File: src/rtl/matmul_pkg.sv
// Shared types and helpers for the square-matmul operand and result streaming blocks.
package matmul_pkg;

  typedef enum logic [1:0] {IDLE, RUN, DRAIN} stream_state_t;

  typedef struct packed {
    logic last_k;
    logic last;
  } beat_tag_t;

  function automatic int rowmajor_addr(input int row, input int col, input int n);
    return row * n + col;
  endfunction

endpackage

File: src/rtl/matmul_beat_fifo.sv
// Two-entry beat buffer; slot0 is always the head so outputs come straight from a flop.
module matmul_beat_fifo #(
  parameter int W = 8
) (
  input  logic         clk,
  input  logic         rst,
  input  logic         push,
  input  logic [W-1:0] push_data,
  input  logic         pop,
  output logic [W-1:0] head,
  output logic [1:0]   count
);

  logic [W-1:0] slot0_q, slot0_d, slot1_q, slot1_d;
  logic [1:0]   count_q, count_d, wr_idx;
  logic         pop_ok;

  assign pop_ok = pop && (count_q != 2'd0);

  always_comb begin
    slot0_d = slot0_q;
    slot1_d = slot1_q;
    wr_idx  = count_q - {1'b0, pop_ok};
    count_d = count_q + {1'b0, push} - {1'b0, pop_ok};
    if (pop_ok) slot0_d = slot1_q;
    // Write position accounts for the shift caused by a same-cycle pop.
    if (push) begin
      if (wr_idx == 2'd0) slot0_d = push_data;
      else                slot1_d = push_data;
    end
  end

  always_ff @(posedge clk or posedge rst) begin
    if (rst) begin
      slot0_q <= '0;
      slot1_q <= '0;
      count_q <= 2'd0;
    end else begin
      slot0_q <= slot0_d;
      slot1_q <= slot1_d;
      count_q <= count_d;
    end
  end

  assign head  = slot0_q;
  assign count = count_q;

endmodule

File: src/rtl/matmul_operand_streamer.sv
// Streams {A[i][k], B[k][j]} operand beats in (i, j, k) order from two synchronous-read memories.
module matmul_operand_streamer
  import matmul_pkg::*;
#(
  parameter int  N      = 4,
  parameter int  DATA_W = 32,
  localparam int ADDR_W = $clog2(N * N)
) (
  input  logic              clk,
  input  logic              rst,
  input  logic              start,
  output logic              busy,
  output logic              done,
  output logic              mem_rd_en,
  output logic [ADDR_W-1:0] mem_a_addr,
  output logic [ADDR_W-1:0] mem_b_addr,
  input  logic [DATA_W-1:0] mem_a_rdata,
  input  logic [DATA_W-1:0] mem_b_rdata,
  output logic              valid_out,
  input  logic              ready_in,
  output logic [DATA_W-1:0] data_a,
  output logic [DATA_W-1:0] data_b,
  output logic              last_k,
  output logic              last
);

  typedef struct packed {
    logic [DATA_W-1:0] a;
    logic [DATA_W-1:0] b;
    beat_tag_t         tag;
  } operand_beat_t;

  localparam int             CNT_W    = (N > 1) ? $clog2(N) : 1;
  localparam logic [CNT_W-1:0] LAST_IDX = CNT_W'(N - 1);
  localparam logic [CNT_W-1:0] ONE      = CNT_W'(1);

  stream_state_t    state_q, state_d;
  logic [CNT_W-1:0] i_q, i_d, j_q, j_d, k_q, k_d;
  beat_tag_t        tag_q, tag_d;
  logic             inflight_q, inflight_d;
  logic             done_q, done_d;
  logic [ADDR_W-1:0] addr_a_q, addr_a_d, addr_b_q, addr_b_d;

  logic [1:0]    fifo_count;
  operand_beat_t head, push_beat;
  logic          pop, rd_en, last_issue;

  assign valid_out  = (fifo_count != 2'd0);
  assign pop        = valid_out && ready_in;
  // Occupancy after this cycle's pop plus the read already in flight must leave a free slot.
  assign rd_en      = (state_q == RUN) &&
                      (({1'b0, fifo_count} + {2'b00, inflight_q} - {2'b00, pop}) < 3'd2);
  assign last_issue = (i_q == LAST_IDX) && (j_q == LAST_IDX) && (k_q == LAST_IDX);

  assign addr_a_d   = rd_en ? ADDR_W'(rowmajor_addr(32'(i_q), 32'(k_q), N)) : addr_a_q;
  assign addr_b_d   = rd_en ? ADDR_W'(rowmajor_addr(32'(k_q), 32'(j_q), N)) : addr_b_q;
  assign inflight_d = rd_en;

  always_comb begin
    state_d = state_q;
    i_d     = i_q;
    j_d     = j_q;
    k_d     = k_q;
    tag_d   = tag_q;
    done_d  = 1'b0;
    unique case (state_q)
      IDLE: begin
        if (start) begin
          state_d = RUN;
          i_d     = '0;
          j_d     = '0;
          k_d     = '0;
        end
      end
      RUN: begin
        if (rd_en) begin
          tag_d.last_k = (k_q == LAST_IDX);
          tag_d.last   = last_issue;
          k_d          = (k_q == LAST_IDX) ? '0 : k_q + ONE;
          if (k_q == LAST_IDX) begin
            j_d = (j_q == LAST_IDX) ? '0 : j_q + ONE;
            if (j_q == LAST_IDX) i_d = (i_q == LAST_IDX) ? '0 : i_q + ONE;
          end
          if (last_issue) state_d = DRAIN;
        end
      end
      DRAIN: begin
        if (!inflight_q && ((fifo_count - {1'b0, pop}) == 2'd0)) begin
          state_d = IDLE;
          done_d  = 1'b1;
        end
      end
      default: state_d = IDLE;
    endcase
  end

  always_ff @(posedge clk or posedge rst) begin
    if (rst) begin
      state_q    <= IDLE;
      i_q        <= '0;
      j_q        <= '0;
      k_q        <= '0;
      tag_q      <= '0;
      inflight_q <= 1'b0;
      done_q     <= 1'b0;
      addr_a_q   <= '0;
      addr_b_q   <= '0;
    end else begin
      state_q    <= state_d;
      i_q        <= i_d;
      j_q        <= j_d;
      k_q        <= k_d;
      tag_q      <= tag_d;
      inflight_q <= inflight_d;
      done_q     <= done_d;
      addr_a_q   <= addr_a_d;
      addr_b_q   <= addr_b_d;
    end
  end

  // Read data arrives one cycle after issue, paired with the tag captured at issue.
  assign push_beat = '{a: mem_a_rdata, b: mem_b_rdata, tag: tag_q};

  matmul_beat_fifo #(.W($bits(operand_beat_t))) u_fifo (
    .clk       (clk),
    .rst       (rst),
    .push      (inflight_q),
    .push_data (push_beat),
    .pop       (pop),
    .head      (head),
    .count     (fifo_count)
  );

  assign busy       = (state_q != IDLE);
  assign done       = done_q;
  assign mem_rd_en  = rd_en;
  assign mem_a_addr = addr_a_d;
  assign mem_b_addr = addr_b_d;
  assign data_a     = head.a;
  assign data_b     = head.b;
  assign last_k     = head.tag.last_k;
  assign last       = head.tag.last;

endmodule

File: config.mk
export PLATFORM = sky130hd
export DESIGN_NAME = matmul_operand_streamer
export DESIGN_NICKNAME = d
export VERILOG_FILES = /design/src/rtl/matmul_pkg.sv /design/src/rtl/matmul_beat_fifo.sv /design/src/rtl/matmul_operand_streamer.sv
export SDC_FILE = /design/constraint.sdc
export NUM_CORES = 1
export LEC_CHECK = 0
export BUFFER_PORTS_ARGS = -buffer_cell sky130_fd_sc_hd__buf_2
export CAP_MARGIN = 20
export CORE_MARGIN = 2
export CORE_UTILIZATION = 46
export DETAILED_ROUTE_END_ITERATION = 8
export GPL_ROUTABILITY_DRIVEN = 0
export PLACE_DENSITY = 0.69
export SLEW_MARGIN = 20
export SYNTH_ARGS = -nofsm -noshare
export SYNTH_HDL_FRONTEND = slang
export SYNTH_HIERARCHICAL = 1
export SYNTH_SLANG_ARGS = --single-unit
File: constraint.sdc
create_clock -name clk -period 7.2 [get_ports clk]
set_clock_uncertainty 0.1 [all_clocks]
set_input_delay 1.44 -clock clk [delete_from_list [all_inputs] [get_ports clk]]
set_output_delay 1.44 -clock clk [all_outputs]
set_load 0.02 [all_outputs]
Word-level counts from Yosys, hierarchy flattened. Cells that the tools add are included.

Equal/unequal tests: 11. Reduce and logical (&&, ||, !) cells: 19. Bitwise gates (word level): 1. $add $sub $neg: 11. Mux-type cells: 25. Order comparisons: 1.

Operator list (count): $mux W66 (3); $mux W2 (14); $pmux W2 S2 (3); $add A4 B2 Y4 (2); $eq A2 B2 Y1 const B (4); $mux W4 (2); $ne A2 B2 Y1 const B (4); $reduce_and A4 Y1 (2); $add A2 B1 Y2 const B (3); $logic_and A1 B1 Y1 (6); $logic_not A2 Y1 (3); $pmux W2 S3 (1); $reduce_bool A2 Y1 (3); $sub A2 B1 Y2 (3); $reduce_and A5 Y1 (1); $ne A2 B1 Y1 const B (2); $reduce_and A2 Y1 (2); $add A2 B1 Y3 (1); $lt A3 B2 Y1 const B (1); $reduce_and A3 Y1 (1); $sub A3 B1 Y3 (1); $add A2 B1 Y2 (1); $eq A2 B1 Y1 const B (1); $mux W1 (2); 2 further kinds (2).

Output and inout port bits: 78. Register bits: 154. Input bits: 68.

Depth between registers and ports, before layout.
Depth in word-level cells: 7. Depth in mapped cells: 8. Mapped depth without buffers: 7.

Hierarchy. Netlist, hierarchy kept.

By module, submodules not included: matmul_beat_fifo (sequential area each 3353.2 um2, cells an instance 364, area each 5938.2 um2, times used 1); matmul_operand_streamer (sequential area each 500.5 um2, cells an instance 83, area each 1012.2 um2, times used 1).

Least setup slack after synthesis. No wires, ideal clock.

Kind: input-to-output. Start point: input port ready_in. End point: output port mem_a_addr[0]. Required time: 5660 ps. Stages on the path: 8. Data arrival time: 3018 ps. Path slack: 2642 ps. Cells stage by stage: nand3b_1 nand2_1 nand2_1 fa_1 xnor2_2 nand3_2 buf_6 mux2_4.

Cells in the longest elaborated chain, start to end: 5.

Ends and longest elaborated chain: start: declaration (line matmul_operand_streamer.sv:20) `input logic ready_in,`; $logic_and A1 B1 Y1 (line matmul_operand_streamer.sv:49) `assign pop = valid_out && ready_in;`; $sub A3 B1 Y3 (line matmul_operand_streamer.sv:52) `(({1'b0, fifo_count} + {2'b00, inflight_q} - {2'b00, pop}) < 3'd2);`; $lt A3 B2 Y1 (line matmul_operand_streamer.sv:52); $logic_and A1 B1 Y1 (line matmul_operand_streamer.sv:51) `assign rd_en = (state_q == RUN) &&`; $mux W4 (line matmul_operand_streamer.sv:55) `assign addr_a_d = rd_en ? ADDR_W'(rowmajor_addr(32'(i_q), 32'(k_q), N)) : addr_a_q;`; end: declaration (line matmul_operand_streamer.sv:15) `output logic [ADDR_W-1:0] mem_a_addr,`.

No other way between the ends.

Final worst setup path.
Start point: input port ready_in. End point: output port mem_b_addr[2].

Cells in the longest elaborated chain, start to end: 5.

Ends and longest elaborated chain: $logic_and A1 B1 Y1 (line matmul_operand_streamer.sv:49); $sub A3 B1 Y3 (line matmul_operand_streamer.sv:52); $lt A3 B2 Y1 (line matmul_operand_streamer.sv:52); $logic_and A1 B1 Y1 (line matmul_operand_streamer.sv:51); $mux W4 (line matmul_operand_streamer.sv:56) `assign addr_b_d = rd_en ? ADDR_W'(rowmajor_addr(32'(k_q), 32'(j_q), N)) : addr_b_q;`; end: declaration (line matmul_operand_streamer.sv:16) `output logic [ADDR_W-1:0] mem_b_addr,`.

No other way between the ends.

==> flow_summary_export.csv <==
group,metric,value,unit
run_status,status,"complete, no violations",
floorplan,rows,44,
grt,grt_pass1_vias,4327,
floorplan,io_pins,146,
timing,slew_violations,0,
timing,maxSlewHeadroom,37.2,%
logic_synthesis,seq_area_frac_synth,55.4,%
critical_path,ff2ff_path_depth,6,
critical_path,crit_end,"mem_b_addr[2]",
final_layout,final_cell_mix,"mux2_2 (160), dfrtp_1 (154), buf_2 (145), mux2_4 (47), clkbuf_16 (17)",
critical_path,r2r_end,"u_fifo/head[5]",
grt,grt_max_degree,69,
logic_synthesis,synth_edf_count,0,
clock_network,cts.path.max_buffers,2,
logic_synthesis,ys.flop_type,"dfrtp_1",
floorplan,dieWidth,127,um
critical_path,worst_ep_arrival_time,3.58,ns
grt,grt_usage,16.9,%
critical_path,cpMaxStageDelayCell,"fa_1",
timing,tns,0,ns
logic_synthesis,synth_nets,521,
critical_path,critical_path_class,"input pin to output port",
power,vdd_ir_drop_max,0.000309,V
final_layout,syn_to_final_growth,22.2,%
clock_network,ctsHtreeMaxLevel,4,
route,drt_iter0_drc,125,
logic_synthesis,synth-warning-count,6,
final_layout,stdcell_count,787,
clock_network,tritoncts,"done",
run,maxCapViolCount,0,
grt,overflow,0,
route,vias_per_cell,5.17,
route,drt_pre_antenna_iters,4,
final_layout,drive_gt1_share,66.0,%
final_layout,final_common_cell,"mux2_2",
placement,portBuffers,145,
clock_network,cts.clk_slew.worst_paths,0.05,ns
critical_path,start_kind,"input pin",
final_layout,postLayoutCoreUtil,58.0,%
route,ant_nets,0,
floorplan,fp.dieH,127,um
critical_path,crit_family,"simple AND/OR/NAND/NOR gates",
floorplan,core,14600,um^2
clock_network,cts_buffers,17,
timing,setup_ws,2.08,ns
logic_synthesis,synth_async_sr_flop_share,100,%
timing,period_needed,5.12,ns
floorplan,start_util,47.5,%
placement,post-place-ws,2.08,ns
critical_path,cp.buffers_inverters,2,
logic_synthesis,synthCells,447,
critical_path,crit_start,"ready_in",
timing,setup_viol,0,
critical_path,endpoint_kind,"output port",
power,p_leak,4.14,nW
timing,worst_pin_slew,0.942,ns
critical_path,required,5.66,ns
grt,antenna_found_initial,0,
clock_network,worst_skew_pair.late_latency,0.41,ns
placement,hpwl,8500,um
placement,placedCellCount,758,
final_layout,final_net_count,667,
critical_path,path_depth,9,
clock_network,post_cts_buffers,0,
route,wl,13000,um
timing,rsz0062_at_grt,"no",
critical_path,r2r-start,"u_fifo/count[1]",
clock_network,cts_sinks,154,
logic_synthesis,synth_area,6950,um^2
critical_path,max_stage_delay,0.44,ns
final_layout,num_antenna_cells,0,
timing,max_freq,195,MHz
logic_synthesis,synth_area_per_cell,15.5,um^2
logic_synthesis,ys_types,34,
floorplan,die_area,16100,um^2
critical_path,cp_cell_sequence,"buf_2 -> nand3b_1 -> nand2_1 -> nand2_1 -> fa_1 -> xnor2_2 -> nand3_2 -> mux2_4 -> buf_2",
critical_path,cp_max_fo,12,
clock_network,clock-root-buffer,"clkbuf_16",
power,powerDensity,548,nW/um^2
timing,final.period_utilization,71.2,%
critical_path,r2r_slack,3.83,ns
clock_network,ctsHoldBuffers,0,
route,drc_errors,0,
logic_synthesis,ys_ff_latch,154,
route,via_count,4068,
grt,grt_pass1_wl,21500,um
clock_network,cts_resized,0,
timing,hold_viol,0,
route,wl_per_cell,16.5,um
min_path,hold_class,"flop to flop",
-- worst min-delay path by stage --
| stage | start | slack, ns | cells after the start | end |
|---|---|---|---|---|
| floorplan | u_fifo/slot1_q[49] | 0.38 | 1 | u_fifo/slot1_q[49] |
| global placement | addr_a_q[3] | 0.38 | 1 | addr_a_q[3] |
| detailed placement | addr_a_q[1] | 0.38 | 1 | addr_a_q[1] |
| CTS | addr_a_q[1] | 0.40 | 1 | addr_a_q[1] |
| global route | u_fifo/slot1_q[38] | 0.41 | 1 | u_fifo/slot1_q[38] |
| finish | addr_b_q[3] | 0.39 | 1 | addr_b_q[3] |
-- registers in the layout, indices dropped and copies added, names as in the netlist --
register and flops:
state_q 2, u_fifo/count 2, i_q 2, push_beat 2, u_fifo/slot1_q 66, k_q 2, addr_a_q 4, done 1
u_fifo/head 66, j_q 2, inflight_q 1, addr_b_q 4
-- logic make-up (layout without fill, tap and decap cells) --
| group | Yosys count | after routing | synth area share (%) |
|---|---|---|---|
| fa+ha+maj | 6 | 6 | 1.19 |
| xor+xnor | 2 | 2 | 0.360 |
| compound gates | 9 | 9 | 0.882 |
| flops | 154 | 154 | 55.4 |
| buf+inv | 31 | 187 | 2.56 |
| mux | 212 | 212 | 36.8 |
| simple gates | 33 | 33 | 2.77 |
-- worst reg2reg max path, delay by kind of cell, from the launching register on --
| kind | cells | cell delay [ns] |
|---|---|---|
| DFF | 1 | 0.56 |
| muxes | 1 | 0.46 |
| and+or+nand+nor | 4 | 1.50 |
| buffers and inverters | 1 | 0.63 |
-- synth_stat cells (2+ instances only) --
| library cell | count | share of area [%] |
|---|---|---|
| a31oi_1 | 2 | 0.18 |
| and2_1 | 2 | 0.18 |
| buf_2 | 16 | 1.2 |
| buf_6 | 5 | 0.81 |
| dfrtp_1 | 154 | 55 |
| ha_1 | 5 | 0.90 |
| inv_1 | 9 | 0.49 |
| mux2_2 | 160 | 26 |
| mux2_4 | 47 | 10 |
| mux2i_1 | 5 | 0.72 |
| nand2_1 | 9 | 0.49 |
| nand2b_1 | 3 | 0.27 |
| nand3b_1 | 2 | 0.22 |
| nand4_1 | 3 | 0.27 |
| nor2_1 | 2 | 0.11 |
| o21ai_0 | 2 | 0.14 |
| or2_2 | 4 | 0.36 |
-- power breakdown --
group          total [mW]  internal (mW)  switching, mW
clock                1.01          0.682          0.330
sequential           1.53           1.31          0.220
combinational        2.11           1.15          0.967
-- area by class of cell --
type / count / area [um^2]
Clock buffer: 22 / 484
Clock inverter: 7 / 188
Fill cell: 1165 / 6150
Inverter: 9 / 38.8
Multi-Input combinational cell: 262 / 2940
Sequential cell: 154 / 3850
Tap cell: 184 / 230
Timing Repair Buffer: 149 / 756
-- per-layer routing --
| layer | GRT usage, % | routed length [um] | up-vias |
|---|---|---|---|
| met5 | 0 | 0 | - |
| met4 | 6.01 | 195 | 0 |
| met3 | 5.06 | 701 | 14 |
| met2 | 28.2 | 6360 | 103 |
| met1 | 21.1 | 5730 | 2066 |
| li1 | - | - | 1885 |
-- per-stage QoR --
stage          total power [mW]  area [um^2]  hold slack [ns]
2_1_floorplan              3.19         6950            0.375
5_1_grt                    4.94         8490            0.408
6_report                   4.65         8490            0.394
3_3_place_gp               3.59         7820            0.376
4_1_cts                    4.71         8490            0.397
3_5_place_dp               3.68         7820            0.380
Power figures use the tool's default switching activity.
